File: src/rtl/delay_ctrl_pkg.sv
// Shared encodings and the delay clamp used by the inertial/transport delay controller.
package delay_ctrl_pkg;

  typedef enum logic {
    MODE_INERTIAL  = 1'b0,
    MODE_TRANSPORT = 1'b1
  } mode_e;

  typedef enum logic {
    ST_IDLE    = 1'b0,
    ST_PENDING = 1'b1
  } state_e;

  // A zero delay would make the inertial counter underflow, so it is promoted to one clock.
  function automatic int unsigned clamp_delay(input int unsigned req, input int unsigned max_d);
    if (req == 0) return 1;
    if (req > max_d) return max_d;
    return req;
  endfunction

endpackage

File: src/rtl/delay_shift_line.sv
// WIDTH x DEPTH shift register with a selectable tap and a one-cycle flush to a given value.
module delay_shift_line #(
  parameter int WIDTH = 2,
  parameter int DEPTH = 15,
  parameter int SEL_W = 4
) (
  input  logic             clk,
  input  logic             rst_n,
  input  logic [WIDTH-1:0] din_i,
  input  logic             flush_i,
  input  logic [WIDTH-1:0] flush_val_i,
  input  logic [SEL_W-1:0] tap_sel_i,
  output logic [WIDTH-1:0] tap_o,
  output logic             differs_o
);

  logic [WIDTH-1:0] line_q [DEPTH];

  always_ff @(posedge clk or negedge rst_n) begin
    if (!rst_n) begin
      for (int i = 0; i < DEPTH; i++) line_q[i] <= '0;
    end else if (flush_i) begin
      for (int i = 0; i < DEPTH; i++) line_q[i] <= flush_val_i;
    end else begin
      line_q[0] <= din_i;
      for (int i = 1; i < DEPTH; i++) line_q[i] <= line_q[i-1];
    end
  end

  // Entry k holds din sampled k+1 edges ago, so a delay of D reads entry D-1.
  always_comb begin
    tap_o     = line_q[0];
    differs_o = 1'b0;
    for (int i = 0; i < DEPTH; i++) begin
      if (int'(tap_sel_i) == i + 1) tap_o = line_q[i];
      if (i < int'(tap_sel_i) && line_q[i] != flush_val_i) differs_o = 1'b1;
    end
  end

endmodule

File: src/rtl/inertial_delay_controller.sv
// Applies a runtime-configurable inertial or transport delay to a WIDTH-bit net.
module inertial_delay_controller
  import delay_ctrl_pkg::*;
#(
  parameter int WIDTH       = 2,
  parameter int MAX_DELAY   = 15,
  parameter int RESET_DELAY = 10,
  parameter int CNT_W       = $clog2(MAX_DELAY + 1)
) (
  input  logic             clk,
  input  logic             reset_n,
  input  logic [WIDTH-1:0] din,
  output logic [WIDTH-1:0] dout,
  input  logic             cfg_valid,
  output logic             cfg_ready,
  input  logic [CNT_W-1:0] cfg_delay,
  input  logic             cfg_mode,
  output logic             busy,
  output logic             pulse_rejected
);

  state_e           state_q, state_d;
  mode_e            mode_q, mode_d;
  logic [CNT_W-1:0] delay_q, delay_d;
  logic [CNT_W-1:0] cnt_q, cnt_d;
  logic [WIDTH-1:0] pend_q, pend_d;
  logic [WIDTH-1:0] dout_q, dout_d;
  logic             rej_q, rej_d;
  logic             accept;
  logic [WIDTH-1:0] tap;
  logic             line_differs;

  assign cfg_ready      = (mode_q == MODE_TRANSPORT) || (state_q == ST_IDLE);
  assign accept         = cfg_valid && cfg_ready;
  assign dout           = dout_q;
  assign pulse_rejected = rej_q;
  assign busy           = (mode_q == MODE_TRANSPORT) ? line_differs : (state_q == ST_PENDING);

  // Flushing to the current dout keeps the output steady across a config change.
  delay_shift_line #(
    .WIDTH (WIDTH),
    .DEPTH (MAX_DELAY),
    .SEL_W (CNT_W)
  ) u_line (
    .clk         (clk),
    .rst_n       (reset_n),
    .din_i       (din),
    .flush_i     (accept),
    .flush_val_i (dout_q),
    .tap_sel_i   (delay_q),
    .tap_o       (tap),
    .differs_o   (line_differs)
  );

  always_comb begin
    state_d = state_q;
    mode_d  = mode_q;
    delay_d = delay_q;
    cnt_d   = cnt_q;
    pend_d  = pend_q;
    dout_d  = dout_q;
    rej_d   = 1'b0;
    if (accept) begin
      // din is deliberately ignored on the accept edge; it is evaluated under the new settings next edge.
      mode_d  = mode_e'(cfg_mode);
      delay_d = CNT_W'(clamp_delay(32'(cfg_delay), MAX_DELAY));
      cnt_d   = '0;
      state_d = ST_IDLE;
    end else if (mode_q == MODE_TRANSPORT) begin
      dout_d = tap;
    end else begin
      case (state_q)
        ST_IDLE: begin
          if (din != dout_q) begin
            state_d = ST_PENDING;
            pend_d  = din;
            cnt_d   = delay_q - CNT_W'(1);
          end
        end
        ST_PENDING: begin
          if (din == dout_q) begin
            state_d = ST_IDLE;
            cnt_d   = '0;
            rej_d   = 1'b1;
          end else if (din == pend_q) begin
            if (cnt_q != '0) begin
              cnt_d = cnt_q - CNT_W'(1);
            end else begin
              dout_d  = pend_q;
              state_d = ST_IDLE;
            end
          end else begin
            pend_d = din;
            cnt_d  = delay_q - CNT_W'(1);
            rej_d  = 1'b1;
          end
        end
        default: state_d = ST_IDLE;
      endcase
    end
  end

  always_ff @(posedge clk or negedge reset_n) begin
    if (!reset_n) begin
      state_q <= ST_IDLE;
      mode_q  <= MODE_INERTIAL;
      delay_q <= CNT_W'(RESET_DELAY);
      cnt_q   <= '0;
      pend_q  <= '0;
      dout_q  <= '0;
      rej_q   <= 1'b0;
    end else begin
      state_q <= state_d;
      mode_q  <= mode_d;
      delay_q <= delay_d;
      cnt_q   <= cnt_d;
      pend_q  <= pend_d;
      dout_q  <= dout_d;
      rej_q   <= rej_d;
    end
  end

endmodule

File: config.mk
export PLATFORM = sky130hd
export DESIGN_NAME = inertial_delay_controller
export DESIGN_NICKNAME = d
export VERILOG_FILES = /design/src/rtl/delay_ctrl_pkg.sv /design/src/rtl/delay_shift_line.sv /design/src/rtl/inertial_delay_controller.sv
export SDC_FILE = /design/constraint.sdc
export NUM_CORES = 1
export LEC_CHECK = 0
export ABC_CLOCK_PERIOD_IN_PS = 2200
export CELL_PAD_IN_SITES_DETAIL_PLACEMENT = 1
export CELL_PAD_IN_SITES_GLOBAL_PLACEMENT = 1
export CORE_MARGIN = 2
export CORE_UTILIZATION = 46
export DETAILED_ROUTE_END_ITERATION = 10
export GPL_ROUTABILITY_DRIVEN = 0
export PLACE_DENSITY_LB_ADDON = 0.25
export SYNTH_ARGS = -nofsm -noshare
export SYNTH_HDL_FRONTEND = slang
export SYNTH_HIERARCHICAL = 1
export SYNTH_SLANG_ARGS = --single-unit
File: constraint.sdc
create_clock -name clk -period 2.2 [get_ports clk]
set_clock_uncertainty 0.15 [all_clocks]
set_input_delay 0.33 -clock clk [delete_from_list [all_inputs] [get_ports clk]]
set_output_delay 0.33 -clock clk [all_outputs]
set_load 0.05 [all_outputs]
Yosys cells after proc, flatten, opt, wreduce, memory -nomap -nowiden
Index checks and enable logic that the tools add are counted.
- word-level logic and storage cells: 169
- output and inout bits: 5
- input bits: 10
- register bits: 45
- add/sub/neg operators: 2
- multiplexer cells: 63
- reduce and logical (&&, ||, !) cells: 24
- $lt $le $gt $ge: 15
- eq/ne operators: 40
- bitwise logic cells: 3
- operator list (kind ; count):
    $mux 2 ; 22
    $eq 4x4->1 const B ; 8
    $ne 2x2->1 ; 16
    $mux 1 ; 30
    $mux 30 ; 1
    $lt 4x4->1 const A ; 7
    $mux 4 ; 7
    $eq 4x3->1 const B ; 4
    $logic_and 1x1->1 ; 16
    $lt 3x4->1 const A ; 4
    $reduce_and 5->1 ; 2
    $lt 1x4->1 const A ; 2
    $lt 2x4->1 const A ; 2
    $ne 2x2->1 const B ; 4
    $pmux 4 s2 ; 1
    $sub 4x1->4 const B ; 2
    $ne 5x4->1 const B ; 1
    $eq 2x2->1 ; 2
    $eq 4x1->1 const B ; 1
    $eq 4x2->1 const B ; 1
    $logic_not 4->1 ; 1
    $ne 2x1->1 const B ; 2
    $pmux 2 s2 ; 1
    $reduce_bool 2->1 ; 2
    6 further kinds ; 8

Depth between registers and ports, before layout
Gate-level depths: netlist of the first run.
- depth after elaboration: 18
- gate-level depth with buffers: 11
- depth with buffers taken out: 9

Cells and area by module
The synthesis of the first run kept the hierarchy.
- modules (own cells, without submodules) (module ; instances ; sequential area each (um2) ; area each (um2) ; cells an instance):
    delay_shift_line ; 1 ; 750.7 ; 1930.6 ; 230
    inertial_delay_controller ; 1 ; 377.9 ; 923.4 ; 98

Worst setup path after synthesis of the first run
Ideal clock, no wire load.
- path type: flip-flop to output port
- from: reg dout_q[0], in the netlist dout[0]
- to: out busy
- required time: 1.720 ns
- path slack: -0.455 ns
- stages on the path, launching flop included: 10
- arrival: 2.175 ns
- buffers on the path: 1
- cell sequence: dfrtp_1 buf_4 and3_1 o22ai_1 nor3_1 a21oi_1 o41ai_2 nand3_1 nand2_1 nand2_1
- word-level cells in the longest chain between the ends: 18
- elaborated cells between the ends (all ways): 46
- classes of those cells: eq/ne: 15; mux: 16; reduce/logical: 15
- RTL lines (item ; RTL line ; source):
    from (decl) ; inertial_delay_controller.sv:27 ; logic [WIDTH-1:0] dout_q, dout_d;
    from (signal assigned) ; inertial_delay_controller.sv:118 ; dout_q <= dout_d;
    $ne 2x2->1 ; delay_shift_line.sv:36 ; if (i < int'(tap_sel_i) && line_q[i] != flush_val_i) differs_o = 1'b1;
    $logic_and 1x1->1 ; delay_shift_line.sv:36 ;
    $mux 1 (14 in a row) ; delay_shift_line.sv:36 ;
    $mux 1 (*) ; delay_shift_line.sv:36 ;
    via line_differs ; inertial_delay_controller.sv:31 ; logic line_differs;
    $mux 1 (*) ; inertial_delay_controller.sv:37 ; assign busy = (mode_q == MODE_TRANSPORT) ? line_differs : (state_q == ST_PENDING);
    to (decl) ; inertial_delay_controller.sv:18 ; output logic busy,
Mark *: on every way through the listed nets, which the timed path passes. The rest lies on a longest branch.

Final worst setup path of the first run
- from: reg dout_q[1], in the netlist dout[1]
- to: out busy
Same word-level chain as after synthesis.

==> results of run 1 <==
[power by group through the flow]
| stage | sequential, mW | clock, mW | combinational (mW) |
|---|---|---|---|
| after global routing | 1.71 | 0.610 | 3.23 |
| final | 1.66 | 0.560 | 2.98 |
| after floorplan | 1.59 | 0 | 1.71 |
| after CTS | 1.62 | 0.569 | 2.90 |
| after detailed placement | 1.63 | 0 | 2.77 |
| after global placement | 1.60 | 0 | 2.64 |
[worst paths after layout]
check / start / endpoint / slack (ns) / cells past startpoint
hold / removal: reset_n / u_line/line_q[10] / 0.39 / 2
hold reg to reg: cnt_q[1] / cnt_q[1] / 0.42 / 1
max in group asynchronous: reset_n / dout[1] / 0.99 / 3
setup reg to reg: delay_q[2] / dout[0] / 0 / 11
min in group clk: cfg_mode / mode_q / 0.41 / 3
setup / recovery: dout[1] / busy / -0.60 / 10
[stage by stage]
| stage | total power, mW | setup slack [ns] | cell area (sq um) | setup TNS, ns | cells |
|---|---|---|---|---|---|
| global route | 5.55 | -0.706 | 3580 | -1.00 | 453 |
| global placement | 4.24 | -0.156 | 3350 | -0.317 | 441 |
| CTS | 5.09 | -0.520 | 3540 | -0.561 | 453 |
| detailed placement | 4.40 | -0.168 | 3350 | -1.21 | 441 |
| floorplan | 3.29 | -0.160 | 2870 | -0.160 | 328 |
| finish | 5.21 | -0.601 | 3580 | -0.605 | 453 |
[state kept, by name, indices dropped and copies added (netlist names)]
name            count
dout                2
delay_q             4
pend_q              2
cnt_q               4
pulse_rejected      1
mode_q              1
state_q             1
u_line/line_q      30
[per-layer routing]
metal	global-route usage (%)	routed length (um)
met3	4.35	392
met1	39.3	4140
met2	46.5	4500
met4	7.87	182
met5	0	0
[what timing repair did]
| item | in CTS | in global routing |
|---|---|---|
| resized for setup | 14 | 11 |
| endpoints found under the setup margin | 3 | 3 |
| setup buffers | 3 | 0 |
| endpoints found under the hold margin | 19 | 0 |
| hold buffers | 1 | 0 |
| pin swaps | 4 | 3 |
[Yosys cell counts (all sizes together), types with 3 or more instances]
| cell | instances | area [sq um] |
|---|---|---|
| o21ai | 47 | 235 |
| dfrtp | 43 | 1080 |
| inv | 42 | 158 |
| nand2 | 26 | 105 |
| a21oi | 19 | 95.1 |
| buf | 12 | 71.3 |
| xor2 | 12 | 105 |
| xnor2 | 11 | 96.3 |
| nor2 | 9 | 36.3 |
| nor3 | 9 | 50.1 |
| mux2i | 7 | 70.1 |
| nand3 | 7 | 35.0 |
| o22ai | 7 | 43.8 |
| clkbuf | 6 | 22.5 |
| a31oi | 5 | 31.3 |
| nand2b | 5 | 31.3 |
| a211oi | 4 | 30.0 |
| and3 | 4 | 25.0 |
| o32ai | 4 | 42.6 |
| ha | 3 | 37.5 |
| mux2 | 3 | 33.8 |
| nand4 | 3 | 25.0 |
| nor2b | 3 | 18.8 |
| o21a | 3 | 22.5 |
[layout make-up]
type / count / area [sq um] / area share (%)
multi-input cells: 223 / 1570 / 43.9
flip-flops and latches: 45 / 1130 / 31.6
repair buffers: 60 / 534 / 14.9
inverters: 42 / 158 / 4.40
well taps: 75 / 93.8 / 2.62
clock buffers: 7 / 86.3 / 2.41
clock inverters: 1 / 7.51 / 0.209
[cells by family (layout without fill, tap and decap cells)]
kind of cell	after synthesis	after routing	share of synthesized area (%)
AO/OA/AOI/OAI	108	108	24.1
XOR/XNOR	23	23	7.06
adder cells (fa/ha/maj)	3	3	1.32
buffers and inverters	60	110	8.81
flip-flops	45	45	39.5
multiplexers	11	11	4.43
AND/OR/NAND/NOR	78	78	14.8
[critical path: cells and delay by family (launching register included)]
kind	cells	cell delay, ns
AOI/OAI and AO/OA	3	0.50
DFF	1	0.48
and+or+nand+nor	5	0.73
buffers and inverters	2	0.31
==> impl_metrics.env, run 1 <==
export IMPL_cts_buffers_inserted=5
export IMPL_final_cell_mix="o21ai_0 (42), buf_4 (42), dfrtp_1 (40)"
export IMPL_grt_pass1_vias=2691
export IMPL_design_core_area_sq_um=5960
export IMPL_post_route_min_period_ns=2.80
export IMPL_area_growth_pct=25.6
export IMPL_crit_required_ns=1.72
export IMPL_grt_overflow_total=0
export IMPL_critPathMaxStageDelay_ns=0.48
export IMPL_grt_start_max_net_pins=25
export IMPL_antenna_found_initial=0
export IMPL_rows=28
export IMPL_intPower_mw=2.77
export IMPL_synth_nets=341
export IMPL_hpwl_um=6640
export IMPL_clkPwrFrac_pct=10.8
export IMPL_drv_cap=0
export IMPL_cts_clk_slew_worst_paths_ns=0.09
export IMPL_rsz0062_at_grt="true"
export IMPL_avgSynthCellArea_sq_um=8.70
export IMPL_syn_inst=328
export IMPL_yosys_warnings=6
export IMPL_power_density_nw_per_um2=1450
export IMPL_clock_sinks=45
export IMPL_dieArea_sq_um=6850
export IMPL_htree_levels=2
export IMPL_n_antenna_cell=0
export IMPL_wl_um=9220
export IMPL_worstPathMaxFanout=9
export IMPL_cts_max_path_buffers=2
export IMPL_io_buffers=14
export IMPL_synth_ff_type="dfrtp_1"
export IMPL_fmax_mhz=357
export IMPL_drtPass1Iterations=4
export IMPL_cts_tree="done"
export IMPL_p_leak_nw=1.59
export IMPL_finalNetCount=390
export IMPL_critPathSlowestCell="dfrtp_2"
export IMPL_yosysUniqueCellTypes=61
export IMPL_ios=15
export IMPL_crit_chain="buf_4 > nor3_1 > o22ai_1 > nor2_1 > a21oi_1 > o32ai_1 > nand3_1 > nand2_2 > nand2_4 > buf_12"
export IMPL_violations="negative setup slack"
export IMPL_tightestPinTransition_ns=0.551
export IMPL_hold_slack_ns=0.390
export IMPL_utilization_pct=60.2
export IMPL_worst_setup_path_end_kind="output port"
export IMPL_switchingPower_mw=2.44
export IMPL_grt_usage_pct=28.5
export IMPL_vias=2692
export IMPL_ant_nets=0
export IMPL_pwr_share_seq_pct=31.9
export IMPL_fin_ws_ns=-0.601
export IMPL_synth_edf_count=0
export IMPL_crit_path_start_kind="flip-flop"
export IMPL_hold_class="in2async"
export IMPL_fill_cells=695
export IMPL_first_iter_violations=207
export IMPL_slew_headroom_pct=63.2
export IMPL_routed_via_density=5.94
export IMPL_drive_above_1_share_pct=25.4
export IMPL_status="finished with violations"
export IMPL_die_height_um=82.8
export IMPL_worstSetupPathType="reg2out"
export IMPL_finalCritPeriodShare_pct=127
export IMPL_clock_latency_ns=0.31
export IMPL_syn_cell_area_sq_um=2850
export IMPL_start_util_pct=47.9
export IMPL_critPathArrivalTime_ns=2.32
export IMPL_drc=0
export IMPL_switching_share_pct=46.8
export IMPL_grt_pass1_wl_um=14400
export IMPL_wl_per_cell_um=20.3
export IMPL_hold_viol_final=0
export IMPL_finalMaxSlewViolations=0
export IMPL_die_w_um=82.8
export IMPL_root_buffer="clkbuf_8"
export IMPL_power_frac_comb_pct=57.3
export IMPL_ys_seq_area_share_pct=39.5
export IMPL_synthArstFlopShare_pct=100
export IMPL_peakVddDrop_mv=0.875
export IMPL_synth_seq_cells=45
export IMPL_setup_viol=2
Note: power is estimated with default switching activity, not from simulation.
==> run 2: changes to the inputs <==
CORE_UTILIZATION = 48   (was 46)
CTS_BUF_LIST = sky130_fd_sc_hd__clkbuf_8   (was not set)
PLACE_DENSITY_LB_ADDON = 0.1   (was 0.25)
==> impl_metrics.env, run 2 (synthesis gave the netlist of run 1 again) <==
export IMPL_p_leak_nw=1.64
export IMPL_violations="negative setup slack"
export IMPL_dp_cells=445
export IMPL_power_density_nw_per_um2=1470
export IMPL_fin_setup_tns_ns=-1.01
export IMPL_antenna_found_initial=0
export IMPL_finalCritPeriodShare_pct=130
export IMPL_hold_slack_ns=0.391
export IMPL_slew_headroom_pct=63.1
export IMPL_start_util_pct=49.1
export IMPL_drive_above_1_share_pct=26.9
export IMPL_ant_nets=0
export IMPL_hpwl_um=6570
export IMPL_n_antenna_cell=0
export IMPL_io_buffers=14
export IMPL_peakVddDrop_mv=0.757
export IMPL_final_common_cell="buf_4"
export IMPL_area_growth_pct=28.5
export IMPL_cts_tree="done"
export IMPL_worstSetupPathType="reg2out"
export IMPL_vias=2764
export IMPL_ios=15
export IMPL_routed_via_density=6.00
export IMPL_tightestPinTransition_ns=0.554
export IMPL_hold_class="in2async"
export IMPL_dp_slack_ns=-0.262
export IMPL_cts_max_path_buffers=2
export IMPL_crit_required_ns=1.72
export IMPL_power_total_mw=5.37
export IMPL_grt_usage_pct=30.5
export IMPL_finalNetCount=398
export IMPL_first_iter_violations=138
export IMPL_final_area_sq_um=3670
export IMPL_worstPathMaxFanout=9
export IMPL_rows=28
export IMPL_crit_chain="buf_4 > a211oi_2 > a31oi_1 > o211ai_1 > o21ai_1 > o41ai_2 > nand3_1 > nand2_2 > nand2_4 > buf_12"
export IMPL_rsz0062_at_grt="true"
export IMPL_placed_area_sq_um=3370
export IMPL_fmax_mhz=350
export IMPL_critPathMaxStageDelay_ns=0.48
export IMPL_grt_pass1_vias=2910
export IMPL_grt_pass1_wl_um=14900
export IMPL_drtPass1Iterations=4
export IMPL_crit_buf_inv=2
export IMPL_cts_buffers_inserted=5
export IMPL_critPathArrivalTime_ns=2.37
export IMPL_regMostFlops="u_line/line_q"
export IMPL_dieArea_sq_um=6580
export IMPL_instances_no_fill=461
export IMPL_fill_cells=707
export IMPL_setup_viol=3
export IMPL_crit_path_start_kind="flip-flop"
export IMPL_utilization_pct=63.1
export IMPL_drv_cap=0
export IMPL_clock_latency_ns=0.31
export IMPL_wl_um=9700
export IMPL_largest_register_ff_count=30
export IMPL_wl_per_cell_um=21.0
export IMPL_hold_viol_final=0
export IMPL_clock_sinks=45
export IMPL_status="finished with violations"
export IMPL_multi_input_area_sq_um=1580
export IMPL_cts_clk_slew_worst_paths_ns=0.09
export IMPL_drc=0
export IMPL_worst_setup_path_end_kind="output port"
export IMPL_grt_start_max_net_pins=25
export IMPL_finalMaxSlewViolations=0
export IMPL_cp_top_family="compound AO/OA/AOI/OAI gates"
export IMPL_final_cell_mix="buf_4 (48), o21ai_0 (41), dfrtp_1 (41)"
export IMPL_critPathSlowestCell="dfrtp_2"
export IMPL_fin_ws_ns=-0.655
export IMPL_die_height_um=81.1
export IMPL_root_buffer="clkbuf_8"
export IMPL_ff_latch_area_sq_um=1130
export IMPL_reg_top3="u_line/line_q x30, cnt_q x4, delay_q x4"
export IMPL_grt_overflow_total=0
export IMPL_design_core_area_sq_um=5820
export IMPL_htree_levels=2
export IMPL_post_route_min_period_ns=2.85
export IMPL_die_w_um=81.1
==> run 2: cell types whose count changed in the layout (fill, tap and decap cells not counted), sizes merged <==
| cell | delta |
|---|---|
| clkbuf | -2 |
| buf | +8 |
| clkinv | +1 |
| bufinv | +1 |
==> run 2: layer usage <==
| metal | up-vias | part of all wire, % | global-route usage [%] |
|---|---|---|---|
| met5 | - | 0 | 0 |
| met4 | 0 | 3.2 | 13.4 |
| met3 | 29 | 4.5 | 6.44 |
| met2 | 91 | 54 | 56.0 |
| met1 | 1381 | 39 | 33.9 |
| li1 | 1263 | - | - |
==> run 2: final timing paths <==
check / endpoint / start / depth (start not counted) / slack (ns)
setup / recovery: busy / dout[1] / 10 / -0.65
hold / removal: u_line/line_q[20] / reset_n / 2 / 0.39
setup reg to reg: dout[0] / delay_q[1] / 10 / -0.28
hold reg to reg: pend_q[1] / pend_q[1] / 1 / 0.40
max in group asynchronous: delay_q[3] / reset_n / 3 / 0.91
min in group clk: pend_q[1] / pend_q[1] / 1 / 0.40
==> run 2: power by group <==
group / switching (mW) / internal, mW / total, mW
logic: 1.70 / 1.37 / 3.06
registers: 0.456 / 1.20 / 1.66
clock network: 0.311 / 0.340 / 0.652
==> run 2: repair_timing <==
item                                    CTS  global route
pin swaps                                 5             9
hold endpoints to repair                 21             0
setup buffers                             6             2
resized for setup                        14            15
hold buffers                              1             0
endpoints found under the setup margin    3             9
==> run 2: final cells by class <==
class / count / share of cell area, %
Timing Repair Buffer: 68 / 16.2
Multi-Input combinational cell: 223 / 43.0
Clock buffer: 5 / 1.88
Tap cell: 75 / 2.56
Inverter: 42 / 4.30
Sequential cell: 45 / 30.8
Clock inverter: 3 / 1.26
==> run 3: changes to the inputs <==
ABC_CLOCK_PERIOD_IN_PS = not set   (was 2200)
==> results of run 3 <==
Final layout, timing and power as in run 2 (identical DEF).
